===== src/rtl/guitar_hero_pkg.sv =====
// Shared guitar_hero constants: lane geometry, hit window,
// scoring and game FSM encodings used by judge, display and notes.
package guitar_hero_pkg;

    localparam int LANES = 3;
    localparam int ROW_W = 10;

    localparam int HIT_TOP_ROW = 364;
    localparam int HIT_BOT_ROW = 400;

    localparam logic [4:0] SCORE_HIT   = 5'd10;
    localparam logic [4:0] SCORE_BONUS = 5'd20;
    localparam logic [7:0] COMBO_BONUS_MIN = 8'd10;

    typedef enum logic [1:0] {
        ST_IDLE = 2'd0,
        ST_PLAY = 2'd1,
        ST_OVER = 2'd2
    } game_state_t;

    function automatic logic [1:0] count3(input logic [2:0] v);
        return 2'(v[0]) + 2'(v[1]) + 2'(v[2]);
    endfunction

endpackage


===== src/rtl/fret_debouncer.sv =====
// One fret lane: 2-flop synchronizer, stable-count debouncer,
// and a one-cycle pulse on each debounced press.
module fret_debouncer #(
    parameter int CYCLES = 250000
) (
    input  logic clk,
    input  logic rst,
    input  logic btn,
    output logic press
);

    localparam int CW = $clog2(CYCLES + 1);

    logic          sync1;
    logic          sync2;
    logic          level;
    logic [CW-1:0] cnt;

    always_ff @(posedge clk or posedge rst) begin
        if (rst) begin
            sync1 <= 1'b0;
            sync2 <= 1'b0;
            level <= 1'b0;
            cnt   <= '0;
            press <= 1'b0;
        end else begin
            sync1 <= btn;
            sync2 <= sync1;
            press <= 1'b0;
            if (sync2 == level) begin
                cnt <= '0;
            end else if (cnt == CW'(CYCLES - 1)) begin
                // Nth consecutive differing sample: accept new level
                level <= sync2;
                cnt   <= '0;
                press <= sync2;
            end else begin
                cnt <= cnt + CW'(1);
            end
        end
    end

endmodule


===== src/rtl/fret_input_judge.sv =====
// Fret input judge: debounces buttons, grades presses against the
// hit window, tracks score/combo/misses and runs the game FSM.
import guitar_hero_pkg::*;

module fret_input_judge #(
    parameter int DEBOUNCE_CYCLES = 250000,
    parameter int HIT_TOP         = HIT_TOP_ROW,
    parameter int HIT_BOT         = HIT_BOT_ROW,
    parameter int MAX_MISS        = 10
) (
    input  logic        clk,
    input  logic        rst,
    input  logic        start,
    input  logic [2:0]  btn,
    input  logic [2:0]  note_active,
    input  logic [29:0] note_y,
    output logic [2:0]  consume,
    output logic [2:0]  hit_pulse,
    output logic [2:0]  miss_pulse,
    output logic [15:0] score,
    output logic [7:0]  combo,
    output logic        game_over
);

    localparam logic [9:0] TOP_Y = 10'(HIT_TOP);
    localparam logic [9:0] BOT_Y = 10'(HIT_BOT);

    game_state_t state_q;
    game_state_t state_d;
    logic        clear;
    logic        play;

    logic [LANES-1:0] press;
    logic [LANES-1:0] hit;
    logic [LANES-1:0] miss;
    logic [LANES-1:0] pass;
    logic [LANES-1:0] judged_q;
    logic [LANES-1:0] judged_d;

    logic [15:0] miss_cnt_q;
    logic [16:0] miss_sum;
    logic [1:0]  n_hit;
    logic [1:0]  n_miss;
    logic [4:0]  step;
    logic [17:0] score_sum;
    logic [8:0]  combo_sum;
    logic [15:0] score_d;
    logic [7:0]  combo_d;

    assign play = (state_q == ST_PLAY);

    for (genvar i = 0; i < LANES; i++) begin : g_lane
        logic [9:0] y;
        logic       free;

        fret_debouncer #(
            .CYCLES(DEBOUNCE_CYCLES)
        ) u_deb (
            .clk  (clk),
            .rst  (rst),
            .btn  (btn[i]),
            .press(press[i])
        );

        assign y       = note_y[ROW_W*i +: ROW_W];
        assign free    = note_active[i] & ~judged_q[i];
        assign pass[i] = play & free & (y > BOT_Y);
        assign hit[i]  = play & press[i] & free
                       & (y >= TOP_Y) & (y <= BOT_Y);
        assign miss[i] = (play & press[i] & ~hit[i]) | pass[i];
    end

    // A lane with no note forgets its judged flag
    assign judged_d = (clear ? '0 : (judged_q | hit | pass))
                    & note_active;

    always_comb begin
        n_hit     = count3(hit);
        n_miss    = count3(miss);
        step      = (combo >= COMBO_BONUS_MIN) ? SCORE_BONUS : SCORE_HIT;
        score_sum = {2'b00, score} + 18'(n_hit) * 18'(step);
        score_d   = (score_sum > 18'd65535) ? 16'hffff : score_sum[15:0];
        combo_sum = {1'b0, combo} + 9'(n_hit);
        combo_d   = (combo_sum > 9'd255) ? 8'hff : combo_sum[7:0];
        if (|miss) begin
            combo_d = '0;
        end
        miss_sum  = {1'b0, miss_cnt_q} + 17'(n_miss);
    end

    always_comb begin
        state_d = state_q;
        clear   = 1'b0;
        case (state_q)
            ST_IDLE, ST_OVER: begin
                if (start) begin
                    state_d = ST_PLAY;
                    clear   = 1'b1;
                end
            end
            ST_PLAY: begin
                if (miss_sum >= 17'(MAX_MISS)) begin
                    state_d = ST_OVER;
                end
            end
            default: state_d = ST_IDLE;
        endcase
    end

    always_ff @(posedge clk or posedge rst) begin
        if (rst) begin
            state_q    <= ST_IDLE;
            judged_q   <= '0;
            miss_cnt_q <= '0;
            consume    <= '0;
            hit_pulse  <= '0;
            miss_pulse <= '0;
            score      <= '0;
            combo      <= '0;
            game_over  <= 1'b0;
        end else begin
            state_q    <= state_d;
            judged_q   <= judged_d;
            consume    <= hit;
            hit_pulse  <= hit;
            miss_pulse <= miss;
            game_over  <= (state_d == ST_OVER);
            if (clear) begin
                score      <= '0;
                combo      <= '0;
                miss_cnt_q <= '0;
            end else if (play) begin
                score      <= score_d;
                combo      <= combo_d;
                miss_cnt_q <= miss_sum[15:0];
            end
        end
    end

endmodule


===== config.mk =====
export PLATFORM = sky130hd
export DESIGN_NAME = fret_input_judge
export DESIGN_NICKNAME = d
export VERILOG_FILES = /design/src/rtl/guitar_hero_pkg.sv /design/src/rtl/fret_debouncer.sv /design/src/rtl/fret_input_judge.sv
export SDC_FILE = /design/constraint.sdc
export NUM_CORES = 1
export LEC_CHECK = 0
export CAP_MARGIN = 20
export CORE_MARGIN = 3
export CORE_UTILIZATION = 45
export CTS_BUF_LIST = sky130_fd_sc_hd__clkbuf_8
export DETAILED_ROUTE_END_ITERATION = 16
export PLACE_DENSITY = 0.66
export SLEW_MARGIN = 20
export SYNTH_ARGS = -nofsm -noshare
export SYNTH_HDL_FRONTEND = slang
export SYNTH_SLANG_ARGS = --single-unit

===== constraint.sdc =====
create_clock -name clk -period 10.3 [get_ports clk]
set_input_delay 1.545 -clock clk [delete_from_list [all_inputs] [get_ports clk]]
set_output_delay 1.545 -clock clk [all_outputs]
set_load 0.05 [all_outputs]

==> results.py <==
metrics = {
    "global_routing": {
        "grt_max_degree": 73,
        "grt_overflow": 0,
        "grt_pass1_vias": 5227,
        "antenna_found_initial": 0,
        "grt-busiest-layer": "met2",
        "grt_pass1_wl_um": 24700,
        "grt_usage": 0.192,
        "met2_usage": 0.321,
        "grt_use_met3": 0.0549,
        "use_met1": 0.242,
    },
    "clock_tree": {
        "path_clk_slew_ns": 0.07,
        "cts.sinks": 118,
        "cts_made_buffers": 17,
        "cts_hold_buf": 0,
        "cts_root_buffer": "clkbuf_8",
        "tritoncts": "yes",
        "cts_max_level": 4,
        "cts_setup_buffers": 0,
        "clock_path_buffers": 2,
        "clk_latency_ns": 0.43,
        "cts_resized": 0,
    },
    "timing": {
        "setup_tns_ns": 0,
        "slew_viol_final": 0,
        "fmaxAchievable_ghz": 0.166,
        "worst_slew_pin_slew_ns": 0.907,
        "slew_headroom": 0.395,
        "min_period_ns": 6.04,
        "finClkSkew_ns": 0.00746,
        "rsz0062_at_grt": "no",
        "hold_ws_ns": 0.350,
        "setup_viol_count_final": 0,
        "finalHoldViolCount": 0,
        "post-route-period-util": 0.586,
    },
    "min_path": {
        "hold_class": "flip-flop to flip-flop",
        "worstHoldStart": "g_lane[2].u_deb.sync1",
    },
    "pwr": {
        "seqPwrFrac": 0.427,
        "p_int_mw": 0.821,
        "clockPowerShare": 0.370,
        "swShare": 0.302,
        "combPwrFrac": 0.203,
        "leakagePower_nw": 3.30,
        "peakVddDrop_uv": 95.6,
        "power_density_mw_per_mm2": 155,
        "p_switching_mw": 0.356,
    },
    "floorplanning": {
        "core_area_mm2": 0.0135,
        "die_w_um": 125,
        "die-area_mm2": 0.0155,
        "std_cell_rows": 42,
        "die_h_um": 125,
        "start_util": 0.468,
        "io_pins": 73,
    },
    "critical_path": {
        "worstSetupStartpointType": "input port",
        "crit_buf_inv": 3,
        "worstPathMaxFanout": 14,
        "slowest_delay_ns": 0.54,
        "worstPathRequired_ns": 10.65,
        "cp_cell_sequence": "clkdlybuf4s50_1, o41ai_1, nand2_1, a31oi_1, inv_1, nor3_1, fa_1, and3_1, or2_2, ha_1, inv_1, fa_1, nor2b_1, o21ai_0, a21boi_1, o2111ai_2, o211ai_1",
        "rr_startpoint": "state_q[1]",
        "cp_top_family": "compound AO/OA/AOI/OAI gates",
        "critPathCaptureType": "flip-flop",
        "worstPathArrival_ns": 6.38,
        "worstSetupPathType": "input port to flip-flop",
        "critPathSlowestCell": "fa_1",
        "cp-startpoint": "note_y[12]",
    },
    "route": {
        "drt-initial-drc-count": 238,
        "vias": 5080,
        "drtPass1Iterations": 7,
        "via_per_inst": 5.53,
        "wl_per_cell_um": 15.4,
        "ant_nets": 0,
        "totalWireLength_um": 14200,
        "drcViolationCount": 0,
    },
    "layout": {
        "drive_gt1_frac": 0.0755,
        "final_nets": 792,
        "stdcell_count": 918,
        "num_antenna_cells": 0,
        "area_growth_pct": 20.0,
    },
    "yosys": {
        "seq_area_frac_synth": 0.467,
        "synth_edf_count": 0,
        "netlist_instances": 662,
        "synth_nets": 724,
        "syn_area_mm2": 0.00632,
        "async_reset_ff_frac": 1.00,
        "yosys.area.top_type": "dfrtp_1",
        "avgSynthCellArea_um2": 9.55,
        "synth_most_common_cell": "dfrtp_1",
        "ys_top_cells_by_area": "dfrtp_1 (47%), nor2_1 (4.6%), xor2_1 (4.2%)",
        "ys_top_cells_by_count": "dfrtp_1 (118), nor2_1 (77), nand2_1 (69)",
        "ys_types": 66,
        "ys.flop_type": "dfrtp_1",
        "synth-seq-cells": 118,
        "yosysWarnings": 0,
        "synth_top_area_frac": 0.467,
    },
    "placement": {
        "place_inst": 887,
        "dpl.hpwl_um": 10000,
        "gp_congestion": 0.827,
        "io_buffers": 72,
    },
    "outcome": {
        "status": "completed",
    },
    "flow_run": {
        "maxCapViolations": 0,
    },
}
[worst reg2reg max path: cells and delay by family, from the launching register on]
| family | cells | cell delay, ns |
|---|---|---|
| AOI/OAI and AO/OA | 4 | 1.25 |
| adders and majority gates | 3 | 1.26 |
| buffers and inverters | 2 | 0.30 |
| DFF | 1 | 0.41 |
| and+or+nand+nor | 6 | 1.51 |
[layout make-up]
cell class	instances	area, um^2
fillers	1199	5920
multi-input cells	490	3150
repair buffers	76	751
inverters	27	104
flip-flops and latches	118	2950
well taps	176	220
clock inverters	11	134
clock buffers	20	275
[path summary, 6_finish.rpt]
| path | to | slack (ns) | cells after the start |
|---|---|---|---|
| hold reg to reg | g_lane[2].u_deb.sync2 | 0.35 | 0 |
| setup / recovery | score[3] | 4.26 | 17 |
| setup reg to reg | score[3] | 5.49 | 15 |
| min in group asynchronous | g_lane[0].u_deb.sync1 | 1.53 | 2 |
| max in group asynchronous | miss_cnt_q[8] | 7.44 | 3 |
| hold / removal | g_lane[2].u_deb.sync2 | 0.35 | 0 |
[routing by layer]
metal / vias to the layer above / part of all wire
met5: - / 0
met4: 0 / 0.015
met3: 14 / 0.042
met2: 93 / 0.50
met1: 2504 / 0.44
li1: 2469 / -
[kinds of logic after synthesis]
logic type,count (synthesis),synth area share
AOI/OAI and AO/OA,119,0.127
and+or+nand+nor,288,0.234
DFF,118,0.467
xor gates and xnor gates,56,0.0776
adders and majority gates,23,0.0515
muxes,4,0.00712
buffers and inverters,54,0.0362
[through the flow]
stage / worst slack, ns / power (mW) / util / instance area (um^2)
3_5_place_dp: 3.55 / 0.748 / 0.531 / 7170
4_1_cts: 4.06 / 1.19 / 0.561 / 7580
2_1_floorplan: 4.81 / 0.673 / - / 6320
3_3_place_gp: 3.78 / 0.742 / 0.531 / 7170
6_report: 4.26 / 1.18 / 0.562 / 7590
5_1_grt: 3.81 / 1.24 / 0.562 / 7590
[sequential cells by signal (all words and copies together), names as in the netlist, 8 cells and up]
| signal | count |
|---|---|
| g_lane.u_deb.cnt | 54 |
| combo | 8 |
| score | 16 |
| miss_cnt_q | 16 |
[power groups by stage]
stage          logic (mW)  registers [mW]  clock network [mW]
2_1_floorplan       0.156           0.517                   0
3_3_place_gp        0.233           0.509                   0
3_5_place_dp        0.238           0.510                   0
4_1_cts             0.240           0.502               0.449
5_1_grt             0.264           0.505               0.471
6_report            0.239           0.502               0.436
[cell usage in the layout (no fill, tap or decap), types with 9 or more instances in the layout]
master / netlist / routed
a21oi_1: 21 / 21
a31oi_1: 9 / 9
and3_1: 14 / 14
clkbuf_8: 0 / 20
clkdlybuf4s50_1: 0 / 72
dfrtp_1: 118 / 118
ha_1: 18 / 18
inv_1: 27 / 29
nand2_1: 69 / 69
nand3_1: 36 / 36
nand4_1: 16 / 16
nor2_1: 77 / 77
nor3_1: 15 / 15
o211ai_1: 12 / 12
o21ai_0: 29 / 29
xnor2_1: 26 / 26
xor2_1: 30 / 30
Power figures use the tool's default switching activity.
